$ cat config.mk
export PLATFORM = sky130hd
export DESIGN_NAME = step_sequencer
export DESIGN_NICKNAME = d
export VERILOG_FILES = /design/src/rtl/drum_pkg.sv /design/src/rtl/tempo_accum.sv /design/src/rtl/step_sequencer.sv
export SDC_FILE = /design/constraint.sdc
export NUM_CORES = 1
export LEC_CHECK = 0
export BUFFER_PORTS_ARGS = -buffer_cell sky130_fd_sc_hd__buf_2
export CAP_MARGIN = 20
export CORE_UTILIZATION = 40
export CTS_CLUSTER_SIZE = 25
export DETAILED_ROUTE_END_ITERATION = 6
export PLACE_DENSITY = 0.69
export SYNTH_ARGS = -nofsm -noshare
export SYNTH_HDL_FRONTEND = slang
export SYNTH_HIERARCHICAL = 1
export SYNTH_SLANG_ARGS = --single-unit
$ cat constraint.sdc
create_clock -name clk -period 5.1 [get_ports clk]
set_input_delay 0.255 -clock clk [delete_from_list [all_inputs] [get_ports clk]]
set_output_delay 0.255 -clock clk [all_outputs]
set_load 0.01 [all_outputs]
$ cat src/rtl/drum_pkg.sv
// drum_pkg: shared transport state type and tempo defaults for the step sequencer
package drum_pkg;
    typedef enum logic {IDLE, PLAY} state_t;
    localparam int DEFAULT_BPM        = 120;
    localparam int DEFAULT_TICK_LIMIT = 750000000;
endpackage

$ cat src/rtl/tempo_accum.sv
// tempo_accum: bpm phase accumulator that decides when the sequencer advances a step
module tempo_accum import drum_pkg::*; #(
    parameter int BPM_W      = 8,
    parameter int TICK_LIMIT = DEFAULT_TICK_LIMIT
) (
    input  logic             clk,
    input  logic             reset,
    input  logic             restart,
    input  logic             run,
    input  logic [BPM_W-1:0] bpm,
    output logic             adv,
    output logic             step_tick
);
    localparam int ACC_W = $clog2(TICK_LIMIT + (1 << BPM_W));
    localparam logic [ACC_W-1:0] LIMIT = ACC_W'(TICK_LIMIT);
    logic [ACC_W-1:0] acc_q, acc_d, sum;
    logic             tick_q, tick_d;
    always_comb begin
        sum    = acc_q + ACC_W'(bpm);
        adv    = run && !restart && sum >= LIMIT;
        // keep the remainder past the limit so the long-run tempo does not drift
        acc_d  = (restart || !run) ? '0 : adv ? sum - LIMIT : sum;
        tick_d = restart || adv;
    end
    always_ff @(posedge clk) begin
        if (reset) begin
            acc_q  <= '0;
            tick_q <= 1'b0;
        end else begin
            acc_q  <= acc_d;
            tick_q <= tick_d;
        end
    end
    assign step_tick = tick_q;
endmodule

$ cat src/rtl/step_sequencer.sv
// step_sequencer: multi-channel drum step sequencer with pattern RAM and transport FSM
module step_sequencer import drum_pkg::*; #(
    parameter int NUM_CH     = 4,
    parameter int NUM_STEPS  = 8,
    parameter int BPM_W      = 8,
    parameter int TICK_LIMIT = DEFAULT_TICK_LIMIT,
    localparam int CW        = (NUM_CH > 1) ? $clog2(NUM_CH) : 1,
    localparam int SW        = $clog2(NUM_STEPS),
    localparam int LW        = SW + 1
) (
    input  logic                 clk,
    input  logic                 reset,
    input  logic                 cfg_we,
    input  logic [CW-1:0]        cfg_ch,
    input  logic [NUM_STEPS-1:0] cfg_pattern,
    input  logic                 bpm_we,
    input  logic [BPM_W-1:0]     bpm_in,
    input  logic                 len_we,
    input  logic [LW-1:0]        len_in,
    input  logic [NUM_CH-1:0]    mute,
    input  logic                 start,
    input  logic                 stop,
    output logic [NUM_CH-1:0]    trig_out,
    output logic [SW-1:0]        step_idx,
    output logic                 step_tick,
    output logic                 playing
);
    state_t               state_q, state_d;
    logic [NUM_STEPS-1:0] pat_q [NUM_CH];
    logic [NUM_STEPS-1:0] pat_d [NUM_CH];
    logic [BPM_W-1:0]     bpm_q, bpm_d;
    logic [LW-1:0]        len_q, len_d, nxt;
    logic [SW-1:0]        step_q, step_d;
    logic [NUM_CH-1:0]    trig_q, trig_d;
    logic                 go, run, adv;
    always_comb begin
        go      = start && !stop;
        run     = state_q == PLAY && !stop;
        state_d = stop ? IDLE : go ? PLAY : state_q;
        pat_d   = pat_q;
        if (cfg_we && 32'(cfg_ch) < NUM_CH)
            pat_d[cfg_ch] = cfg_pattern;
        bpm_d   = bpm_we ? bpm_in : bpm_q;
        len_d   = (len_we && len_in != '0 && 32'(len_in) <= NUM_STEPS) ? len_in : len_q;
        nxt     = {1'b0, step_q} + LW'(1);
        // a shortened loop can leave step_q past the end; the >= compare sends it home
        step_d  = (go || state_d == IDLE) ? '0 : !adv ? step_q : (nxt >= len_q) ? '0 : nxt[SW-1:0];
        for (int c = 0; c < NUM_CH; c++)
            trig_d[c] = (go || adv) && pat_q[c][step_d] && !mute[c];
    end
    always_ff @(posedge clk) begin
        if (reset) begin
            state_q <= IDLE;
            pat_q   <= '{default: '0};
            bpm_q   <= BPM_W'(DEFAULT_BPM);
            len_q   <= LW'(NUM_STEPS);
            step_q  <= '0;
            trig_q  <= '0;
        end else begin
            state_q <= state_d;
            pat_q   <= pat_d;
            bpm_q   <= bpm_d;
            len_q   <= len_d;
            step_q  <= step_d;
            trig_q  <= trig_d;
        end
    end
    tempo_accum #(.BPM_W(BPM_W), .TICK_LIMIT(TICK_LIMIT)) u_tempo (
        .clk       (clk),
        .reset     (reset),
        .restart   (go),
        .run       (run),
        .bpm       (bpm_q),
        .adv       (adv),
        .step_tick (step_tick)
    );
    assign trig_out = trig_q;
    assign step_idx = step_q;
    assign playing  = state_q == PLAY;
endmodule

## Yosys cells after proc, flatten, opt, wreduce, memory -nomap -nowiden

Index checks and enable logic that the tools add are counted.

| operators by class | value |
|---|---|
| multiplexer cells | 17 |
| $add $sub $neg | 3 |
| $lt $le $gt $ge | 6 |
| reductions and logical operators | 27 |
| bitwise operators | 2 |

Operators by type and width:

| kind | count |
|---|---|
| $bwmux W32 | 1 |
| $add A30 B8 Y30 | 1 |
| $ge A30 B30 Y1 const B | 1 |
| $mux W30 | 1 |
| $sub A30 B30 Y30 const B | 1 |
| $demux W8 S2 | 1 |
| $logic_and A1 B1 Y1 | 15 |
| $bmux W1 S3 | 4 |
| $mux W3 | 3 |
| $mux W8 | 1 |
| $logic_not A1 Y1 | 7 |
| $mux W1 | 6 |
| $add A3 B1 Y4 const B | 1 |
| $ge A4 B4 Y1 | 1 |
| $le A4 B4 Y1 const B | 1 |
| $lt A3 B4 Y1 const B | 1 |
| $reduce_bool A4 Y1 | 1 |
| $ge A3 B3 Y1 const B | 1 |
| $logic_or A1 B1 Y1 | 3 |
| $lt A3 B1 Y1 const B | 1 |
| $not A2 Y3 | 1 |
| $reduce_or A2 Y1 | 1 |
| $not A1 Y1 | 1 |

| word-level totals | value |
|---|---|
| logic and storage cells | 66 |
| register bits after elaboration | 83 |
| bits of input ports | 33 |
| output and inout port bits | 9 |

## Logic depth before layout (Yosys ltp)

Gate-level depths: netlist of run 1.

| depth | value |
|---|---|
| depth after elaboration | 11 |
| depth in mapped cells | 20 |
| depth with buffers taken out | 18 |

## By module

The synthesis of run 1 kept the hierarchy.

By module, submodules not included:

| module | seq. area each (um^2) | times used | area an instance (um^2) | cells an instance |
|---|---|---|---|---|
| tempo_accum | 620.6 | 1 | 2,590.0 | 319 |
| step_sequencer | 1,041.0 | 1 | 2,531.2 | 269 |

## Least setup slack after synthesis of run 1

OpenSTA, ideal clock, no wires.

| timing | value |
|---|---|
| path kind | register to register |
| from | reg bpm_q[0] |
| to | reg trig_q[0] (netlist: trig_out[0]) |
| data arrival time | 4.363 ns |
| data required time | 5.013 ns |
| cell stages (with the launch flop) | 20 |
| library setup time | 0.087 ns |
| buffers on the path | 1 |
| clock period less this slack | 4.450 ns |
| path slack | 0.650 ns |
| path through | dfxtp_1 -> ha_1 -> inv_1 -> fa_1 -> nand2b_1 -> a21oi_2 -> o21ai_4 -> or4_4 -> xor2_2 -> and4b_1 -> nor3b_4 -> a21oi_2 -> buf_6 -> inv_2 -> nand2b_1 -> a211oi_4 -> a21oi_2 -> mux2i_1 -> o221a_2 -> nor4b_2 |

| between the ends | value |
|---|---|
| cells in the longest elaborated chain, start to end | 9 |
| elaborated cells on any way between the ends | 10 |
| those cells by class | add/sub (1); order compare (1); mux (4); reduce/logical (4) |

RTL lines:

| element | RTL line | RTL |
|---|---|---|
| from (decl) | step_sequencer.sv:31 | `logic [BPM_W-1:0] bpm_q, bpm_d;` |
| from (signal assigned) | step_sequencer.sv:55 | `bpm_q <= BPM_W'(DEFAULT_BPM);` |
| from (signal assigned) | step_sequencer.sv:62 | `bpm_q <= bpm_d;` |
| $add A30 B8 Y30 * | tempo_accum.sv:19 | `sum = acc_q + ACC_W'(bpm);` |
| $ge A30 B30 Y1 * | tempo_accum.sv:20 | `adv = run && !restart && sum >= LIMIT;` |
| $logic_and A1 B1 Y1 * | tempo_accum.sv:20 |  |
| named net adv | step_sequencer.sv:35 | `logic go, run, adv;` |
| $mux W3 (2 in a row) | step_sequencer.sv:47 | `step_d = (go \|\| state_d == IDLE) ? '0 : !adv ? step_q : (nxt >= len_q) ? '0 : nxt[SW-1:0];` |
| $bmux W1 S3 | step_sequencer.sv:49 | `trig_d[c] = (go \|\| adv) && pat_q[c][step_d] && !mute[c];` |
| $mux W1 (not written as such) | step_sequencer.sv:49 |  |
| $logic_and A1 B1 Y1 * (2 in a row) | step_sequencer.sv:49 |  |
| to (signal assigned) | step_sequencer.sv:65 | `trig_q <= trig_d;` |
| to (decl) | step_sequencer.sv:34 | `logic [NUM_CH-1:0] trig_q, trig_d;` |

The timed path passes the listed nets; every way through them passes the cells marked *. The select of a mux whose other input is x is not followed.
A chain may end at the register's enable or synchronous reset.

## Worst setup path in the final report of run 1

| timing | value |
|---|---|
| from | reg bpm_q[0] |
| to | reg trig_q[2] (netlist: trig_out[2]) |

Same word-level chain as after synthesis.

==> results.cfg, run 1 <==
[sta]
fmax_mhz = 211
slew_headroom = 0.367
finalHoldViolCount = 0
clock_skew_ns = 0.00988
tns_ns = 0
worst_slew_pin_slew_ns = 0.949
timing.final.crit_period_ns = 4.75
worst_slack_ns = 0.350
fin_crit_sh = 0.931
report.final.slew_viol_count = 0
setup_viol = 0

[power_and_ir_drop]
combPwrFrac = 0.077
pwr-share-seq = 0.462
irDropWorstVdd_mv = 0.207
p_int_w = 0.00111
cellLeakagePower_nw = 2.28
power_density_nw_per_um2 = 252
swShare = 0.240
net-switching-power_w = 0.000351
power.share.clock = 0.460

[logic_synthesis]
synth_adder_area_share = 0.0381
synth_xor_xnor_area_share = 0.0699
netlist_top_cells_area = dfxtp_1 (32%), mux2i_1 (8.4%), nor2_1 (6.5%)
synth_top_family_by_area = simple AND/OR/NAND/NOR gates
synth_flop_cell = dfxtp_1
yosysMostFrequentCell = nor2_1
yosys.area.top_type = dfxtp_1
synth-seq-area-share = 0.324
async_flop_share = 0
synth_compound_area_frac = 0.199
synthMuxAreaShare = 0.0840
synth_warnings = 6
synth-seq-cells = 83
syn_nets = 636
synth-simple-area-share = 0.241
synth_cell_types = 76
synth.top_cell.area_share = 0.324
ys_top_cells_by_count = nor2_1 (89), dfxtp_1 (83), mux2i_1 (43)
syn_inst = 588
avgSynthCellArea_um2 = 8.71
syn-cell-area_um2 = 5120
synth_edf_count = 0

[cts]
cts_buffer_depth = 2
cts_buffers = 9
cts_root_buffer = clkbuf_16
post-cts-setup-buffers = 0
clkLatencyLatePin_ns = 0.34
cts_tree = built
cts_sinks = 83
h-tree-depth = 3
clk_pin_slew_ns = 0.07

[status]
status = finished, final reports clean

[layout]
multi_input_area_um2 = 3270
seq_area_um2 = 1660
fill_cells = 1167
fin_cells = 789
n_antenna_cell = 0
layout-drive-gt1-share = 0.161
final_nets = 664
area_growth_pct = 13.2

[worst_setup_path]
crit_required_ns = 5.36
crit_fanout = 19
crit_arrival_ns = 5.01
r2r_start = bpm_q[0]$_SDFFE_PP0P_
rrSetupSlack_ns = 0.35
r2r_cells = 18
r2r_end = trig_out[2]$_SDFF_PP0_
crit_path_end_kind = flip-flop
critPathKind = flip-flop to flip-flop
crit_path_start_kind = flip-flop

[global_route]
overflow = 0
grt_usage = 0.195
grt_pass1_vias = 4245
grt_pass1_wl_um = 20300
grt_max_degree = 53
antenna_found_initial = 0

[hold_path]
worstHoldPathCells = 2
min_delay_worst_endpoint = trig_out[0]$_SDFF_PP0_
hp-start = mute[0]
min_path_type = primary input to flip-flop

[floorplan]
core_region_area_um2 = 12300
ios = 42
fp.dieH_um = 115
placementRows = 40
chipWidth_um = 115
die-area_um2 = 13300
start_util = 0.418

[place]
gp_congestion = 0.890
placed_cells_incl_taps = 772
port_buffers = 41
dp_slack_ns = 0.190
place_hpwl_um = 8620

[run]
cap_violations = 0

[routing]
routed_wl_um = 12100
drt_iter0_markers = 226
wl_per_cell_um = 15.3
first_pass_iters = 4
viasPerCell = 5.54
drc = 0
vias = 4368
ant_nets = 0
[worst max path at each step]
stage / start / endpoint / slack (ns)
finish: bpm_q[0]$_SDFFE_PP0P_ / trig_out[2]$_SDFF_PP0_ / 0.35
global route: bpm_q[0]$_SDFFE_PP0P_ / trig_out[1]$_SDFF_PP0_ / -0.006
CTS: bpm_q[0]$_SDFFE_PP0P_ / trig_out[1]$_SDFF_PP0_ / 0.14
detailed placement: bpm_q[0]$_SDFFE_PP0P_ / trig_out[1]$_SDFF_PP0_ / 0.19
global placement: bpm_q[0]$_SDFFE_PP0P_ / trig_out[1]$_SDFF_PP0_ / 0.37
floorplan: bpm_q[0]$_SDFFE_PP0P_ / trig_out[0]$_SDFF_PP0_ / 0.65
[cells in the final DEF, fill, tap and decap left out, types with 7 or more instances in the layout]
cell type,netlist,final
a211oi_1,12,12
a21o_1,8,8
a21oi_1,19,19
buf_2,7,41
clkbuf_16,0,9
dfxtp_1,83,83
ha_1,14,14
inv_1,21,21
mux2i_1,43,43
nand2_1,30,30
nand2b_1,7,7
nand3_1,8,8
nand4_1,15,15
nor2_1,89,89
nor2b_1,14,14
nor3_1,12,12
o211ai_1,8,8
o21ai_0,12,12
xnor2_1,20,20
xor2_1,19,19
[layer usage]
| layer | wire length, µm | track usage | vias to the layer above |
|---|---|---|---|
| li1 | - | - | 2185 |
| met1 | 5500 | 0.230 | 2069 |
| met2 | 5880 | 0.339 | 96 |
| met3 | 459 | 0.0395 | 18 |
| met4 | 266 | 0.0892 | 0 |
| met5 | 0 | 0 | - |
[critical path, stage by stage, from the launching register on]
cell and delay, ns:
dfxtp_1 0.33, ha_1 0.22, inv_1 0.08, fa_1 0.40, nand2b_1 0.22, a21oi_4 0.23
o21ai_4 0.14, or4_4 0.53, xor2_4 0.23, and4b_1 0.25, nor3b_4 0.29, a21oi_2 0.12
inv_4 0.18, nand2b_1 0.14, a211oi_4 0.33, a211oi_1 0.13, a2111oi_1 0.46, a211oi_1 0.13
nor4b_2 0.22
[area by class of cell]
cell class	count	share of cell area
Multi-Input combinational cell	454	0.564
Clock buffer	10	0.0412
Tap cell	168	0.0363
Inverter	23	0.0153
Clock inverter	6	0.0121
Timing Repair Buffer	45	0.0440
Sequential cell	83	0.287
[registers in the layout, indices dropped and copies added, names as in the netlist]
signal	flops
u_tempo/acc_q	30
bpm_q	8
len_q	4
playing	1
u_tempo/step_tick	1
step_idx	3
pat_q	32
trig_out	4
[power groups by stage]
| stage | clock [W] | sequential, W | combinational (W) |
|---|---|---|---|
| floorplan | 0 | 0.000686 | 0.0000752 |
| detailed placement | 0 | 0.000689 | 0.000110 |
| CTS | 0.000692 | 0.000675 | 0.000111 |
| global route | 0.000716 | 0.000676 | 0.000125 |
| global placement | 0 | 0.000689 | 0.000107 |
| finish | 0.000672 | 0.000675 | 0.000113 |
[stage by stage]
stage | instance area, µm² | hold slack [ns] | util | total power (W)
2_1_floorplan | 5120 | 0.324 | - | 0.000761
6_report | 5800 | 0.0782 | 0.473 | 0.00146
4_1_cts | 5740 | 0.0700 | 0.468 | 0.00148
5_1_grt | 5800 | 0.0724 | 0.473 | 0.00152
3_3_place_gp | 5430 | 0.431 | 0.443 | 0.000796
3_5_place_dp | 5430 | 0.431 | 0.443 | 0.000800
[repair_timing]
item                                    CTS  global route
gates resized for setup                   0             8
endpoints found under the setup margin    0             4
hold buffers                              0             0
endpoints found under the hold margin     0             0
[logic make-up after synthesis]
group           count (synthesis)
simple gates                  227
compound gates                129
flops                          83
buf+inv                        51
mux                            43
xor+xnor                       40
fa+ha+maj                      15
Power figures use the tool's default switching activity.
==> inputs of run 2 (changes only) <==
Settings changed: PLACE_DENSITY 0.69 to default.
==> results.cfg, run 2 (synthesized netlist as in run 1, its figures left out) <==
[cts]
ctsResizeCount = 0
cts_buffer_depth = 2
cts_tree = built
clkLatencyLatePin_ns = 0.34
cts_buffers = 9
post-cts-setup-buffers = 0
cts_sinks = 83
postCtsHoldBufs = 0
h-tree-depth = 3
cts_root_buffer = clkbuf_16
clk_pin_slew_ns = 0.06

[worst_setup_path]
r2r_start = bpm_q[0]$_SDFFE_PP0P_
r2r_cells = 18
r2r_end = trig_out[3]$_SDFF_PP0_
critPathKind = flip-flop to flip-flop
crit_path_start_kind = flip-flop
crit_fanout = 10
crit_path_end_kind = flip-flop
crit_arrival_ns = 5.00
crit_required_ns = 5.34
rrSetupSlack_ns = 0.34

[routing]
vias = 4398
viasPerCell = 5.57
first_pass_iters = 5
drc = 0
wl_per_cell_um = 15.5
routed_wl_um = 12200
ant_nets = 0
drt_iter0_markers = 192

[layout]
area_growth_pct = 11.9
final_common_cell = nor2_1
final_nets = 666
mostFrequentLayoutCells = nor2_1 (89), dfxtp_1 (83), mux2i_1 (43)
n_antenna_cell = 0
largest_reg_flops = 32
layout-drive-gt1-share = 0.158
reg_top3 = pat_q: 32 flops, u_tempo/acc_q: 30 flops, bpm_q: 8 flops
largest-register = pat_q

[sta]
fmax_mhz = 210
worst_slack_ns = 0.342
clock_skew_ns = 0.00401
rsz0062_at_grt = false
finalHoldViolCount = 0
timing.final.crit_period_ns = 4.76
tns_ns = 0
slew_headroom = 0.551
fin_crit_sh = 0.933
worst_slew_pin_slew_ns = 0.672
setup_viol = 0
report.final.slew_viol_count = 0

[run]
cap_violations = 0

[status]
status = finished, final reports clean

[hold_path]
worstHoldPathCells = 2
min_path_type = primary input to flip-flop
min_delay_worst_endpoint = trig_out[2]$_SDFF_PP0_
hp-start = mute[2]

[place]
dp_slack_ns = 0.296
port_buffers = 41
gp_congestion = 0.850
place_hpwl_um = 8860

[global_route]
grt_max_degree = 53
antenna_found_initial = 0
overflow = 0
grt_pass1_vias = 4333
grt_pass1_wl_um = 20800
grt_usage = 0.200

[floorplan]
fp.dieH_um = 115
core_region_area_um2 = 12300
chipWidth_um = 115
placementRows = 40
ios = 42
die-area_um2 = 13300
start_util = 0.418

[power_and_ir_drop]
irDropWorstVdd_mv = 0.167
cellLeakagePower_nw = 2.26
power_density_nw_per_um2 = 241
-- run 2: cell types whose count changed in the layout (fill, tap and decap cells not counted), moves of 2 or more --
| cell | previous run | this run |
|---|---|---|
| a2111oi_0 | 1 | 3 |
| a2111oi_1 | 4 | 2 |
| a21oi_2 | 3 | 5 |
| a21oi_4 | 2 | 0 |
| buf_4 | 3 | 5 |
| clkbuf_1 | 0 | 2 |
| inv_6 | 2 | 0 |
-- run 2: metal layers --
metal  part of all wire  global-route usage  up-vias
met5                  0                   0        -
met4              0.021              0.0771        0
met3              0.039              0.0401       24
met2               0.48               0.339       89
met1               0.46               0.249     2087
li1                   -                   -     2198
-- run 2: cell type report --
class / instances / area (µm²)
clock buffer: 12 / 246
multi-input combinational: 454 / 3250
clock inverter: 2 / 13.8
fill: 1206 / 6530
sequential: 83 / 1660
timing repair buffer: 47 / 258
inverter: 23 / 86.3
tap: 168 / 210
-- run 2: stage by stage --
step / area [µm²] / total power, W / hold slack, ns / cells / utilization
floorplan: 5120 / 0.000761 / 0.324 / 588 / -
global placement: 5440 / 0.000797 / 0.439 / 774 / 0.444
detailed placement: 5460 / 0.000801 / 0.439 / 775 / 0.445
CTS: 5720 / 0.00140 / 0.0763 / 789 / 0.466
global route: 5730 / 0.00144 / 0.0775 / 789 / 0.467
finish: 5730 / 0.00138 / 0.0891 / 789 / 0.467
-- run 2: how the worst max path moves through the flow --
| stage | from | endpoint | slack (ns) |
|---|---|---|---|
| floorplan | bpm_q[0]$_SDFFE_PP0P_ | trig_out[0]$_SDFF_PP0_ | 0.65 |
| finish | bpm_q[0]$_SDFFE_PP0P_ | trig_out[3]$_SDFF_PP0_ | 0.34 |
| detailed placement | bpm_q[0]$_SDFFE_PP0P_ | trig_out[3]$_SDFF_PP0_ | 0.30 |
| CTS | bpm_q[0]$_SDFFE_PP0P_ | trig_out[3]$_SDFF_PP0_ | 0.26 |
| global placement | bpm_q[0]$_SDFFE_PP0P_ | trig_out[1]$_SDFF_PP0_ | 0.50 |
| global route | bpm_q[0]$_SDFFE_PP0P_ | trig_out[3]$_SDFF_PP0_ | 0.05 |
-- run 2: power by group --
part | switching (W) | internal, W | total, W
clock | 0.000253 | 0.000338 | 0.000591
sequential | 0.00000997 | 0.000665 | 0.000675
combinational | 0.0000646 | 0.0000474 | 0.000112
total | 0.000328 | 0.00105 | 0.00138
-- run 2: critical path: stages, from the launching register on --
cell       delay (ns)
dfxtp_1          0.33
ha_1             0.20
inv_1            0.07
fa_1             0.39
nand2b_1         0.19
a21oi_2          0.30
o21ai_4          0.16
or4_4            0.54
xor2_4           0.24
and4b_1          0.25
nor3b_4          0.32
a21oi_2          0.11
inv_2            0.15
nand2b_1         0.13
a211oi_4         0.34
a211oi_1         0.13
a2111oi_1        0.44
a211oi_1         0.12
nor4b_2          0.26
